==> src/rtl/hex_tx_pkg.sv <==
// Shared types and ASCII helpers for the serial hex line printer.
// The nibble converter is kept here so other debug printers can reuse it.
package hex_tx_pkg;

    typedef enum logic [1:0] {IDLE, SEND, HOLD} state_t;

    localparam logic [7:0] NEWLINE     = 8'h0A;
    localparam logic [7:0] ASCII_DIGIT = 8'h30;
    localparam logic [7:0] ASCII_ALPHA = 8'h57;

    function automatic logic [7:0] nib2ascii(input logic [3:0] n);
        return (n < 4'd10) ? ASCII_DIGIT + {4'h0, n} : ASCII_ALPHA + {4'h0, n};
    endfunction

endpackage

==> src/rtl/sync_fifo.sv <==
// Single-clock FIFO with wrap-bit pointers; full/empty come straight from the registered pointers.
// Pushes while full and pops while empty are ignored.
module sync_fifo #(
    parameter int WIDTH = 32,
    parameter int DEPTH = 4
) (
    input  logic             clk,
    input  logic             rst,
    input  logic             push,
    input  logic [WIDTH-1:0] din,
    input  logic             pop,
    output logic [WIDTH-1:0] dout,
    output logic             full,
    output logic             empty
);
    localparam int AW = $clog2(DEPTH);

    logic [AW:0]      wp, rp;
    logic [WIDTH-1:0] mem [DEPTH];
    logic             do_push, do_pop;

    assign empty   = (wp == rp);
    assign full    = (wp[AW] != rp[AW]) && (wp[AW-1:0] == rp[AW-1:0]);
    assign do_push = push && !full;
    assign do_pop  = pop && !empty;
    assign dout    = mem[rp[AW-1:0]];

    always_ff @(posedge clk or posedge rst) begin
        if (rst) begin
            wp <= '0;
            rp <= '0;
        end else begin
            if (do_push) wp <= wp + 1'b1;
            if (do_pop)  rp <= rp + 1'b1;
        end
    end

    always_ff @(posedge clk) begin
        if (do_push) mem[wp[AW-1:0]] <= din;
    end

endmodule

==> src/rtl/hex_line_tx.sv <==
// Buffers 32-bit result words and prints each as "xxxxxxxx\n" over the avr_interface
// tx_data/new_tx_data handshake, one character every other cycle at best.
module hex_line_tx
    import hex_tx_pkg::*;
#(
    parameter int DEPTH  = 4,
    parameter int DIGITS = 8
) (
    input  logic        clk,
    input  logic        rst,
    input  logic [31:0] val,
    input  logic        val_valid,
    output logic [7:0]  tx_data,
    output logic        new_tx_data,
    input  logic        tx_busy,
    input  logic        tx_block,
    output logic        fifo_full,
    output logic        overflow,
    output logic        idle
);
    localparam int IW = $clog2(DIGITS + 1);

    state_t          state, state_n;
    logic [31:0]     shift, shift_n, head;
    logic [IW-1:0]   idx, idx_n;
    logic [7:0]      tx_data_n;
    logic            strobe_n, pop, full, empty;

    sync_fifo #(.WIDTH(32), .DEPTH(DEPTH)) u_fifo (
        .clk   (clk),
        .rst   (rst),
        .push  (val_valid),
        .din   (val),
        .pop   (pop),
        .dout  (head),
        .full  (full),
        .empty (empty)
    );

    assign fifo_full = full;
    assign idle      = empty && (state == IDLE);

    always_ff @(posedge clk or posedge rst) begin
        if (rst) begin
            state       <= IDLE;
            shift       <= '0;
            idx         <= '0;
            tx_data     <= '0;
            new_tx_data <= 1'b0;
            overflow    <= 1'b0;
        end else begin
            state       <= state_n;
            shift       <= shift_n;
            idx         <= idx_n;
            tx_data     <= tx_data_n;
            new_tx_data <= strobe_n;
            if (val_valid && full) overflow <= 1'b1;
        end
    end

    // HOLD gives avr_interface one cycle to raise tx_busy after each strobe.
    always_comb begin
        state_n   = state;
        shift_n   = shift;
        idx_n     = idx;
        tx_data_n = tx_data;
        strobe_n  = 1'b0;
        pop       = 1'b0;
        case (state)
            IDLE: begin
                if (!empty) begin
                    pop     = 1'b1;
                    shift_n = head;
                    idx_n   = '0;
                    state_n = SEND;
                end
            end
            SEND: begin
                if (!tx_busy && !tx_block) begin
                    tx_data_n = (idx == IW'(DIGITS)) ? NEWLINE : nib2ascii(shift[31:28]);
                    strobe_n  = 1'b1;
                    state_n   = HOLD;
                end
            end
            HOLD: begin
                if (idx == IW'(DIGITS)) begin
                    state_n = IDLE;
                end else begin
                    shift_n = {shift[27:0], 4'h0};
                    idx_n   = idx + 1'b1;
                    state_n = SEND;
                end
            end
            default: state_n = IDLE;
        endcase
    end

endmodule

==> config.mk <==
export PLATFORM = sky130hd
export DESIGN_NAME = hex_line_tx
export DESIGN_NICKNAME = d
export VERILOG_FILES = /design/src/rtl/hex_tx_pkg.sv /design/src/rtl/sync_fifo.sv /design/src/rtl/hex_line_tx.sv
export SDC_FILE = /design/constraint.sdc
export NUM_CORES = 1
export LEC_CHECK = 0
export BUFFER_PORTS_ARGS = -buffer_cell sky130_fd_sc_hd__buf_2
export CORE_MARGIN = 1
export CORE_UTILIZATION = 25
export CTS_CLUSTER_DIAMETER = 60
export DETAILED_ROUTE_END_ITERATION = 7
export GPL_TIMING_DRIVEN = 0
export SLEW_MARGIN = 30
export SYNTH_ARGS = -nofsm -noshare
export SYNTH_HDL_FRONTEND = slang
export SYNTH_SLANG_ARGS = --single-unit
==> constraint.sdc <==
create_clock -name clk -period 2.15 [get_ports clk]
set_input_delay 0.1075 -clock clk [delete_from_list [all_inputs] [get_ports clk]]
set_output_delay 0.1075 -clock clk [all_outputs]
set_load 0.02 [all_outputs]
# Yosys cells after proc, flatten, opt, wreduce, memory -nomap -nowiden
# Memory sizes are Yosys's and may differ from the RTL's.
# Cells that the tools add are included.
# classes
mux,18
n_reduce_logical,15
magnitude_cmp,1
n_eq_ne,9
n_addsub,5
# op_table
op,count
two-way mux 32 bit,2
one-hot mux 32 bit (2 select lines),1
two-way mux 8 bit,2
"adder 7 x 4 -> 8 bit, first input constant",1
two-way mux 4 bit,2
one-hot mux 4 bit (2 select lines),1
"adder 6 x 4 -> 7 bit, first input constant",1
two-way mux 1 bit,7
"adder 3 x 1 -> 3 bit, second input constant",2
logical AND 1 bit,6
"inequality test 2 bit, second input constant",3
one-hot mux 2 bit (3 select lines),1
"adder 4 x 1 -> 4 bit, second input constant",1
"equality test 4 bit, second input constant",1
logical NOT 1 bit,4
"less-than comparator 4 bit, second input constant",1
two-way mux 2 bit,2
AND reduction 2 bit,2
equality test 3 bit,1
AND reduction 3 bit,1
"equality test 2 x 1 -> 1 bit, second input constant",1
equality test 2 bit,1
"equality test 2 bit, second input constant",1
logical NOT 2 bit,1
2 further kinds,2
# word_totals
word_cells,57
input_bits,37
memories,1
output_inout_bits,12
register_bits,54
mem_bits_rw,128
# memory_table
memory,depth,word_bits,read_ports,rd_ports_with_merged_regs,wr,line,text
u_fifo.mem,4,32,1,0,1,sync_fifo.sv:19,logic [WIDTH-1:0] mem [DEPTH];

# Depth between registers and ports, before layout
# Gate-level depths: netlist of run 1.
# logic_depth
word_depth,6
mapped_depth,7
ltp_nobuf,6

# Cells and area by module
# Synthesis of run 1 repeated with hierarchy kept, for this count alone.
# hier_totals
hier_cells,394
hier_area_um2,7511.0
# by_module_without_submodules
module,instances,cells_per_inst,seq_area_each_um2,area_each_um2
sync_fifo,1,217,3993.8,5132.4
hex_line_tx,1,177,1176.1,2378.5

# Worst setup path after synthesis of run 1
# No wires, ideal clock.
# synth_timing
kind,register to register
from,reg u_fifo.rp[0]
to,"mem u_fifo.mem[3][0], enable pin"
required_ns,1.756
path_stages_with_launch,5
path_slack_ns,-0.176
setup_time_ns,0.394
t_arrival_ns,1.932
period_less_slack_ns,2.326
n_path_buf,1
cell_sequence,dfrtp_1 > buf_4 > xnor2_4 > a31oi_1 > and2_1
# synth_via
elab_chain_cells,6
# synth_rtl
element,line,text
from (decl),sync_fifo.sv:18,"logic [AW:0] wp, rp;"
from (signal assigned),sync_fifo.sv:34,if (do_pop) rp <= rp + 1'b1;
equality test 2 bit,sync_fifo.sv:23,assign full = (wp[AW] != rp[AW]) && (wp[AW-1:0] == rp[AW-1:0]);
logical AND 1 bit,sync_fifo.sv:23,
logical NOT 1 bit,sync_fifo.sv:24,assign do_push = push && !full;
logical AND 1 bit,sync_fifo.sv:24,
two-way mux 1 bit,sync_fifo.sv:39,if (do_push) mem[wp[AW-1:0]] <= din;
two-way mux 1 bit (implied by the code),sync_fifo.sv:39,
to (decl),sync_fifo.sv:19,
# Every way passes these cells.

# Worst setup path in the final report of run 1
# layout_timing
from,reg u_fifo.rp[0]
to,"mem u_fifo.mem[3][26], enable pin"
# Same word-level chain as after synthesis.

==> metrics.csv, run 1 <==
stage,metric,value,unit
global_route,global-route wire length before repair,26770,um
sta,Max Fclk,0.4906,GHz
yosys,Synth Area in Adders,1.310,%
setup_path,Worst Path Required,2.23,ns
place,IO buf count,47,
place,Post-Place Setup Slack,-0.3932,ns
die,IO Pins,49,
power,"IR drop worst, VDD",0.5954,mV
yosys,Synth Area in Simple Gates,10.02,%
status,status,"complete, no violations",
layout,number of antenna cells inserted,0,
clocking,Clock Path Buffers,2,
yosys,"Warnings, synthesis",0,
layout,Non-Filler Instances,1010,
sta,clock skew,0.007779,ns
yosys,"Seq/Total Area, Yosys",67.67,%
clocking,clock slew seen by the registers of the worst setup and hold paths,0.07,ns
yosys,asr flop ratio synth,29.28,%
yosys,XOR/XNOR Fraction of Synth Area,1.851,%
yosys,Syn Nets,548,
min_path,HP Class,input pin to flip-flop,
clocking,CTS sink count,181,
setup_path,CP Cell Sequence,buf_4 > xnor2_4 > a31oi_4 > and2_2,
power,leakage power,3.559,nW
die,Initial Util,25.57,%
sta,RSZ-0062 raised after global routing,false,
yosys,Synth Cell Area,7640,um2
yosys,Synth top area share,50.31,%
layout,layout cell share with drive strength beyond 1,24.19,%
layout,register area,5170,um2
power,PwrDens,1409,nW/um2
clocking,TritonCTS buffer count,17,
layout,# fillers,2949,
yosys,largest family of logic cells by synthesized area,multiplexers,
yosys,post-synthesis average cell area,15.19,um2
sta,min cycle time layout,2.038,ns
sta,final slew viol count,0,
yosys,ranking of synthesized cells by area,"edfxtp_1, dfrtp_1, mux2_4",
yosys,Synth Register Bits,181,
setup_path,Crit path max-delay family,simple AND/OR/NAND/NOR gates,
setup_path,critical path's slowest cell,and2_2,
detailed_routing,Routed WL per cell,16.88,um
detailed_routing,Via density,4.396,
setup_path,crit path max fanout,16,
sta,Final Cycle Share,94.80,%
sta,final hold vios,0,
clocking,H-Tree Depth,4,
detailed_routing,DRT antenna net count,0,
setup_path,kind of start point of the critical path,flip-flop,
yosys,unique cell type count in the Yosys netlist,45,
sta,final critical-path setup slack,0.1117,ns
yosys,post-synthesis mux area share,10.42,%
yosys,largest area contributor in the netlist,edfxtp_1,
layout,Area Overhead vs Synth,22.34,%
flow_run,max_cap viols,0,
global_route,GRT Util Overall,11.59,%
layout,area of the multi-input gates,2251,um2
setup_path,CP bufs+invs,1,
global_route,grt ovf,0,
setup_path,CP arrival,2.12,ns
yosys,main flop type after synthesis,edfxtp_1,
yosys,cell count after synthesis,503,
die,row cnt,63,
clocking,Clock Latency Late Sink,0.44,ns
yosys,Synth Area in Compound Gates,5.388,%
detailed_routing,drt total wl,17050,um
setup_path,max incr delay on CP,0.57,ns
place,HPWL Detailed,10710,um
die,Die ar.,31260,um2
place,routability cong.,0.7478,
sta,Slew Limit Headroom,45.33,%
layout,number of nets in the layout,652,
detailed_routing,DRT iter0 DRCs,323,
setup_path,Setup Crit Path Kind,flip-flop to flip-flop,
detailed_routing,routed via count,4440,
global_route,initial antenna violation count,1,
die,core area,29870,um2
die,Die Wd,176.8,um
place,placed insts,941,
clocking,clock root cell,clkbuf_16,
yosys,"EDFF count, synth",128,
setup_path,CP Capture Type,flip-flop,
sta,Final setup viols,0,
global_route,largest net degree at the start of global routing,39,
global_route,vias in the first global route,4620,
die,DIE HEIGHT,176.8,um
clocking,CTS tree,done,
detailed_routing,DRC viols,0,
sta,Worst Tran Pin Value,0.8115,ns
detailed_routing,drt first pass iters,4,
-- power breakdown --
| part | internal, mW | switching (mW) | leakage [nW] |
|---|---|---|---|
| Clock | 1.64 | 1.40 | 0.268 |
| Sequential | 4.84 | 0.469 | 1.80 |
| Combinational | 2.19 | 2.63 | 1.49 |
| Total | 8.67 | 4.50 | 3.56 |
-- final timing paths --
check / start / end / slack, ns / cells after the start
min in group asynchronous: rst / overflow / 0.14 / 3
min: tx_block / new_tx_data / 0.12 / 4
max in group asynchronous: rst / shift[18] / 1.52 / 4
max: u_fifo.rp[0] / u_fifo.mem[3][26] / 0.11 / 4
min reg2reg: overflow / overflow / 0.45 / 1
max reg2reg: u_fifo.rp[0] / u_fifo.mem[3][26] / 0.11 / 4
-- Yosys cell counts, types with 4 or more instances --
cell type and number:
a2111oi_0 28, a21oi_1 4, a22o_1 4, and2_1 4
and3_1 29, buf_2 11, buf_6 8, clkbuf_1 8
dfrtp_1 53, edfxtp_1 128, ha_1 8, inv_1 11
mux2_2 8, mux2_4 21, mux2i_1 30, mux4_2 4
nand2_1 11, nor2_1 32, nor2b_1 28, nor3_1 30
o21ai_0 5, xnor2_1 4, xor2_1 4
-- per-stage QoR --
stage	power [mW]	TNS, ns	hold slack [ns]	utilization (%)	instance area [um2]
floorplan	8.787	0	0.2064	-	7645
global placement	9.977	-46.39	0.3240	28.01	8368
detailed placement	10.07	-46.84	0.06107	28.09	8391
CTS	13.27	0	0.1108	31.29	9346
global route	13.91	0	0.1578	31.29	9346
finish	13.17	0	0.1170	31.29	9346
-- registers in the layout, summed over array words and instances, names as in the netlist, 2 cells and up --
| register | count |
|---|---|
| idx | 4 |
| shift | 32 |
| state | 2 |
| tx_data | 7 |
| u_fifo.mem | 128 |
| u_fifo.rp | 3 |
| u_fifo.wp | 3 |
-- worst min-delay path: stages --
cell   delay, ns
buf_2       0.09
or3_1       0.09
buf_2       0.18
inv_1       0.05
-- per-layer routing --
metal	wire [um]	up-vias	track usage, %
li1	-	2100	-
met1	8126	2223	15.56
met2	7845	96	18.04
met3	832	19	2.985
met4	240	2	4.023
met5	3	-	0
-- cells by family after synthesis --
logic type,Yosys count
compound gates,51
other cells,1
buf+inv,44
fa+ha+maj,8
simple gates,144
mux,63
xor+xnor,11
flops,181
-- timing repair --
action                                  CTS  global route
hold endpoints to repair                183             0
hold buffers                             36             0
endpoints found under the setup margin  129             0
gates resized for setup                   6             0
setup buffers                             0             0
-- area by class of cell --
type | count | area share (%)
clock buffers | 19 | 4.739
inverters | 12 | 0.5087
clock inverters | 13 | 1.339
repair buffers | 84 | 6.586
well taps | 390 | 5.221
flip-flops and latches | 181 | 55.31
plain buffers | 32 | 2.209
multi-input cells | 279 | 24.08
-- layout by cell type (no fill, tap or decap), types with 5 or more instances in the layout --
master	synthesis	final
edfxtp_1	128	128
buf_2	11	58
dfrtp_1	53	53
dlygate4sd3_1	0	36
nor2_1	32	32
mux2i_1	30	30
nor3_1	30	30
and3_1	29	29
nor2b_1	28	28
a2111oi_0	28	28
mux2_4	21	21
clkbuf_16	0	17
nand2_1	11	11
inv_1	11	10
clkbuf_1	8	9
buf_6	8	8
mux2_2	8	8
ha_1	8	8
o21ai_0	5	5
Power figures use the tool's default switching activity.
==> run 2, diff against run 1 <==
--- a/config.mk
+++ b/config.mk
@@ -5,11 +5,11 @@
 export SDC_FILE = /design/constraint.sdc
 export NUM_CORES = 1
 export LEC_CHECK = 0
-export BUFFER_PORTS_ARGS = -buffer_cell sky130_fd_sc_hd__buf_2
 export CORE_MARGIN = 1
 export CORE_UTILIZATION = 25
 export CTS_CLUSTER_DIAMETER = 60
 export DETAILED_ROUTE_END_ITERATION = 7
+export DONT_BUFFER_PORTS = 1
 export GPL_TIMING_DRIVEN = 0
 export SLEW_MARGIN = 30
 export SYNTH_ARGS = -nofsm -noshare
==> run 2 against run 1 <==
Die area is the same. Clock skew grew 0.00097 ns. Wire length shrank 1.0%. Setup slack gained 0.0044 ns. Non-clock buffer count shrank 47. Final cell count shrank 4.6%. Power grew 0.24%. Sequential cell count is the same. Count of clock-buffer cells in the layout shrank 1. Sequential power grew 2%. Combinational power shrank 4.4%. Design area shrank 2.3%. Critical endpoint is now u_fifo.mem[1][14]. Largest power group unchanged. Highest routed layer unchanged.
==> metrics.csv, run 2 (same netlist as run 1, synthesis figures left out) <==
stage,metric,value,unit,change
status,status,"complete, no violations",,
layout,layout cell share with drive strength beyond 1,17.10,%,-7.1 points
die,IO Pins,49,,unchanged
global_route,GRT Util Overall,11.25,%,-0.34 points
setup_path,Worst Reg-to-Reg Cells,4,,unchanged
setup_path,CP Capture Type,flip-flop,,
place,placed insts,894,,-5.0%
power,Switching Fraction,33.50,%,-0.64 points
detailed_routing,drt total wl,16870,um,-1.0%
clocking,clock root cell,clkbuf_16,,
layout,area of the multi-input gates,2251,um2,unchanged
clocking,Clock Path Buffers,2,,unchanged
sta,Max Fclk,0.4917,GHz,+0.22%
die,row cnt,63,,unchanged
setup_path,Crit path max-delay family,simple AND/OR/NAND/NOR gates,,
sta,Slew Limit Headroom,55.43,%,+10 points
global_route,grt ovf,0,,unchanged
sta,Final Cycle Share,94.60,%,-0.21 points
detailed_routing,DRT antenna net count,0,,unchanged
sta,clock skew,0.008746,ns,+0.0009671 ns
min_path,hold path depth,3,,-1
place,Post-Place Setup Slack,-0.4256,ns,-0.03239 ns
setup_path,Worst Path Required,2.21,ns,-0.02 ns
setup_path,kind of start point of the critical path,flip-flop,,
flow_run,max_cap viols,0,,unchanged
power,leakage power,3.386,nW,-4.9%
power,internal power,8.776,mW,+1.2%
power,PwrDens,1445,nW/um2,+2.6%
sta,min cycle time layout,2.034,ns,-0.004427 ns
global_route,initial antenna violation count,2,,+1
layout,register area,5170,um2,unchanged
layout,highest-count cells in the layout ignoring fill and taps,"edfxtp_1, dfrtp_1, dlygate4sd3_1",,
die,Die ar.,31260,um2,unchanged
die,Initial Util,25.57,%,unchanged
global_route,vias in the first global route,4417,,-4.4%
clocking,H-Tree Depth,4,,unchanged
power,Switch Pwr,4.421,mW,-1.7%
setup_path,max incr delay on CP,0.58,ns,about the same
global_route,largest net degree at the start of global routing,38,,-2.6%
power,Clk pwr share,24.0,%,+0.9 points
clocking,TritonCTS buffer count,17,,unchanged
sta,final critical-path setup slack,0.1162,ns,+0.004427 ns
power,power share of the combinational group,34.9,%,-1.7 points
die,Die Wd,176.8,um,unchanged
detailed_routing,drt first pass iters,4,,unchanged
place,IO buf count,0,,-100%
layout,Non-Filler Instances,964,,-4.6%
detailed_routing,routed via count,4275,,-3.7%
layout,Final Util,30.58,%,-0.71 points
detailed_routing,DRT iter0 DRCs,239,,-26%
place,HPWL Detailed,10650,um,-0.58%
sta,RSZ-0062 raised after global routing,false,,
sta,Final setup viols,0,,unchanged
setup_path,CP arrival,2.10,ns,-0.02 ns
setup_path,critical path's slowest cell,and2_4,,
layout,# fillers,2914,,-1.2%
sta,final hold vios,0,,unchanged
clocking,Clock Latency Late Sink,0.43,ns,about the same
detailed_routing,Routed WL per cell,17.50,um,+3.7%
power,part of the power in registers,41.1,%,+0.8 points
detailed_routing,DRC viols,0,,unchanged
min_path,HP Class,input pin to flip-flop,,
power,"IR drop worst, VDD",0.6127,mV,+2.9%
setup_path,crit path max fanout,32,,+16
die,DIE HEIGHT,176.8,um,unchanged
sta,Worst Tran Pin Value,0.6634,ns,-0.1481 ns
layout,Area Overhead vs Synth,19.57,%,
setup_path,Worst path depth,4,,unchanged
detailed_routing,Via density,4.435,,+0.88%
setup_path,CP bufs+invs,1,,unchanged
layout,Largest register FFs,128,,unchanged
layout,number of nets in the layout,605,,-7.2%
die,core area,29870,um2,unchanged
layout,"leading cell type in the layout, fill and taps excluded",edfxtp_1,,
setup_path,CP Cell Sequence,buf_6 > xnor2_4 > a31oi_4 > and2_4,,
place,routability cong.,0.7567,,+1.2%
clocking,CTS tree,done,,
setup_path,Setup Crit Path Kind,flip-flop to flip-flop,,
global_route,global-route wire length before repair,26170,um,-2.2%
clocking,CTS sink count,181,,unchanged
sta,final slew viol count,0,,unchanged
clocking,clock slew seen by the registers of the worst setup and hold paths,0.06,ns,about the same
run 2: power by group through the flow:
stage / combinational [mW] / sequential, mW / clock [mW]
floorplan: 3.46 / 5.33 / 0
global placement: 4.38 / 5.47 / 0
detailed placement: 4.46 / 5.49 / 0
CTS: 4.65 / 5.43 / 3.21
global route: 5.03 / 5.53 / 3.34
finish: 4.61 / 5.42 / 3.17
run 2: worst paths after layout:
| kind | startpoint | end | slack (ns) |
|---|---|---|---|
| setup / recovery | u_fifo.rp[1] | u_fifo.mem[1][14] | 0.12 |
| hold / removal | tx_busy | new_tx_data | 0.03 |
| setup reg to reg | u_fifo.rp[1] | u_fifo.mem[1][14] | 0.12 |
| hold reg to reg | shift[22] | shift[22] | 0.51 |
| max in group asynchronous | rst | shift[20] | 1.57 |
| min in group asynchronous | rst | overflow | 0.09 |
run 2: final cells by class:
class | count | share of cell area (%)
sequential | 181 | 56.60
buffer | 32 | 2.301
multi-input combinational | 279 | 24.64
clock buffer | 18 | 4.698
tap | 390 | 5.342
antenna | 1 | 0.02739
timing repair buffer | 37 | 4.164
inverter | 12 | 0.5205
clock inverter | 14 | 1.712
run 2: what timing repair did:
action	in CTS	in global routing
hold endpoints to repair	185	0
setup buffers	0	0
pin swaps	3	3
gates resized for setup	6	2
hold buffers	36	0
cloned	1	0
setup endpoints to repair	129	100
run 2: tightest hold or removal path, cell delays in order:
cell	delay (ns)
or3_1	0.07
buf_2	0.17
inv_1	0.06
run 2: metal layers:
metal	up-vias	wire length, um	global-route usage [%]
met3	12	1021	3.565
met4	2	189	3.161
met2	114	7812	17.29
met5	-	13	0
li1	1993	-	-
met1	2154	7836	15.15
run 2: through the flow:
stage / setup TNS (ns) / hold slack (ns) / cell area [um2] / power [mW]
floorplan: 0 / 0.2064 / 7645 / 8.787
global placement: -41.61 / 0.2066 / 8133 / 9.849
detailed placement: -49.40 / -0.06600 / 8155 / 9.948
CTS: 0 / 0.02301 / 9129 / 13.28
global route: 0 / 0.02335 / 9135 / 13.90
finish: 0 / 0.03153 / 9135 / 13.20
==> run 3, diff against run 2 <==
--- a/config.mk
+++ b/config.mk
@@ -7,7 +7,6 @@
 export LEC_CHECK = 0
 export CORE_MARGIN = 1
 export CORE_UTILIZATION = 25
-export CTS_CLUSTER_DIAMETER = 60
 export DETAILED_ROUTE_END_ITERATION = 7
 export DONT_BUFFER_PORTS = 1
 export GPL_TIMING_DRIVEN = 0
==> constraint.sdc (replaced) <==
create_clock -name clk -period 2.4 [get_ports clk]
set_input_delay 0.12 -clock clk [delete_from_list [all_inputs] [get_ports clk]]
set_output_delay 0.12 -clock clk [all_outputs]
set_load 0.02 [all_outputs]
==> run 3 against run 2 <==
The flow now finishes with violations (negative hold slack). Wire length decreased by 2.1%. Highest routed layer is now met4. Critical path depth up 1. Maximum frequency down 5.7%. Sequential power down 11%.
==> metrics.csv, run 3 (same netlist as run 1, synthesis figures left out) <==
stage,metric,value,unit,change
status,status,"finished, violations left",,
status,failing checks,negative hold slack,,
detailed_routing,DRT antenna net count,0,,unchanged
die,row cnt,63,,unchanged
global_route,GRT busiest layer,met2,,
setup_path,Worst Reg-to-Reg Cells,5,,+1
detailed_routing,Routed WL per cell,17.08,um,-2.4%
layout,"leading cell type in the layout, fill and taps excluded",edfxtp_1,,
layout,# fillers,2933,,+0.65%
detailed_routing,drt total wl,16520,um,-2.1%
layout,highest-count cells in the layout ignoring fill and taps,"edfxtp_1, dfrtp_1, dlygate4sd3_1",,
sta,final hold slack,-0.008410,ns,-0.03994 ns
setup_path,CP Capture Type,flip-flop,,
sta,post-route setup TNS,0,ns,unchanged
die,DIE HEIGHT,176.8,um,unchanged
layout,number of nets in the layout,608,,+0.50%
global_route,GR met3 Demand/Resource,3.823,%,+0.26 points
setup_path,Setup Crit Path Kind,flip-flop to flip-flop,,
place,HPWL Detailed,11400,um,+7.0%
layout,area of the multi-input gates,2231,um2,-0.89%
layout,register area,5170,um2,unchanged
detailed_routing,routed via count,4230,,-1.1%
global_route,global-route wire length before repair,25820,um,-1.3%
place,DP Area,8250,um2,+1.2%
global_route,initial antenna violation count,1,,-1
setup_path,crit path max fanout,19,,-41%
global_route,largest net degree at the start of global routing,33,,-13%
clocking,CTS tree,done,,
min_path,hold path depth,3,,unchanged
die,Die Wd,176.8,um,unchanged
layout,layout cell share with drive strength beyond 1,17.71,%,+0.61 points
power,PwrDens,1262,nW/um2,-13%
power,leakage power,3.385,nW,about the same
sta,final hold vios,2,,+2
sta,RSZ-0062 raised after global routing,false,,
die,Die ar.,31260,um2,unchanged
layout,Non-Filler Instances,967,,+0.31%
clocking,clock root cell,clkbuf_16,,
clocking,CTS sink count,181,,unchanged
clocking,TritonCTS buffer count,17,,unchanged
place,Post-Place Setup Slack,0.08973,ns,+0.5154 ns
place,IO buf count,0,,unchanged
global_route,vias in the first global route,4484,,+1.5%
setup_path,CP arrival,2.29,ns,+0.19 ns
layout,finished layout cell area,9139,um2,about the same
power,"IR drop worst, VDD",0.5985,mV,-2.3%
clocking,H-Tree Depth,4,,unchanged
sta,Final Cycle Share,89.89,%,-4.7 points
place,routability cong.,0.7495,,-0.95%
place,placed insts,898,,+0.45%
sta,Max Fclk,0.4635,GHz,-5.7%
sta,min cycle time layout,2.157,ns,+0.1236 ns
setup_path,Worst Path Required,2.53,ns,+0.32 ns
die,IO Pins,49,,unchanged
detailed_routing,DRT iter0 DRCs,250,,+4.6%
layout,Largest register FFs,128,,unchanged
global_route,GRT Util Overall,11.19,%,-0.065 points
sta,final slew viol count,0,,unchanged
clocking,"Setup Fix Bufs, Post-CTS",0,,unchanged
detailed_routing,DRC viols,0,,unchanged
die,Initial Util,25.57,%,unchanged
setup_path,kind of start point of the critical path,flip-flop,,
global_route,GR Util met2,17.29,%,unchanged
sta,Final setup viols,0,,unchanged
clocking,Clock Path Buffers,2,,unchanged
layout,Area Overhead vs Synth,19.62,%,about the same
die,core area,29870,um2,unchanged
global_route,met1 Use GR,14.79,%,-0.36 points
sta,Worst Tran Pin Value,0.7971,ns,+0.1337 ns
sta,clock skew,0.009934,ns,+0.001188 ns
global_route,grt ovf,0,,unchanged
min_path,HP Class,input pin to flip-flop,,
sta,Slew Limit Headroom,46.30,%,-9.1 points
sta,final critical-path setup slack,0.2426,ns,+0.1264 ns
clocking,clock slew seen by the registers of the worst setup and hold paths,0.06,ns,about the same
flow_run,max_cap viols,0,,unchanged
clocking,Clock Latency Late Sink,0.43,ns,about the same
detailed_routing,Via density,4.374,,-1.4%
detailed_routing,drt first pass iters,4,,unchanged
==> run 3: cell count changes in the layout (fill, tap and decap cells not counted), moves of 2 or more <==
cell	delta
and2_4	-3
bufinv_16	-3
and2_2	+2
buf_12	+2
buf_16	+2
clkinv_1	-2
clkinv_2	+2
clkinv_4	+2
==> run 3: final timing paths <==
| kind | startpoint | endpoint | slack [ns] |
|---|---|---|---|
| worst max-delay path | u_fifo.rp[0] | u_fifo.mem[2][20] | 0.24 |
| max in group asynchronous | rst | shift[25] | 1.78 |
| worst min register to register | shift[23] | shift[23] | 0.51 |
| worst min-delay path | val_valid | u_fifo.wp[0] | -0.008 |
| worst max register to register | u_fifo.rp[0] | u_fifo.mem[2][20] | 0.24 |
| min in group asynchronous | rst | overflow | 0.12 |
==> run 3: what timing repair did <==
action,CTS,global route
hold buffers,36,0
setup endpoints to repair,0,80
resized for setup,0,2
endpoints found under the hold margin,183,0
==> run 3: layout make-up <==
type,count,area share (%)
Timing Repair Buffer,41,5.203
Clock buffer,19,4.737
Antenna cell,1,0.02738
Sequential cell,181,56.57
Inverter,12,0.5203
Multi-Input combinational cell,278,24.41
Buffer,32,2.259
Tap cell,390,5.340
Clock inverter,13,0.9310
==> run 3: metrics by stage <==
| step | hold WS (ns) | utilization (%) | power (mW) |
|---|---|---|---|
| after floorplan | 0.2189 | - | 7.876 |
| after global placement | 0.2191 | 27.21 | 8.843 |
| after detailed placement | -0.02315 | 27.62 | 9.033 |
| after CTS | 0.01599 | 30.56 | 11.62 |
| after global routing | 0.008645 | 30.58 | 12.19 |
| final | -0.008410 | 30.59 | 11.53 |
==> run 3: per-layer routing <==
layer / part of all wire (%) / routed length, um
met5: 0 / 0
met3: 5.0 / 834
met1: 47 / 7818
met2: 47 / 7725
met4: 0.85 / 141
==> run 3: report_power, final <==
| group | leakage, nW | internal, mW | switching (mW) |
|---|---|---|---|
| sequential | 1.80 | 4.33 | 0.519 |
| combinational | 1.33 | 1.96 | 2.21 |
| clock | 0.250 | 1.32 | 1.19 |
==> run 3: critical path, cell delays in order (launching register included) <==
cell and delay [ns]:
dfrtp_1 0.38, buf_4 0.20, xnor2_4 0.17, a31oi_2 0.37, and2_2 0.50, buf_16 0.23
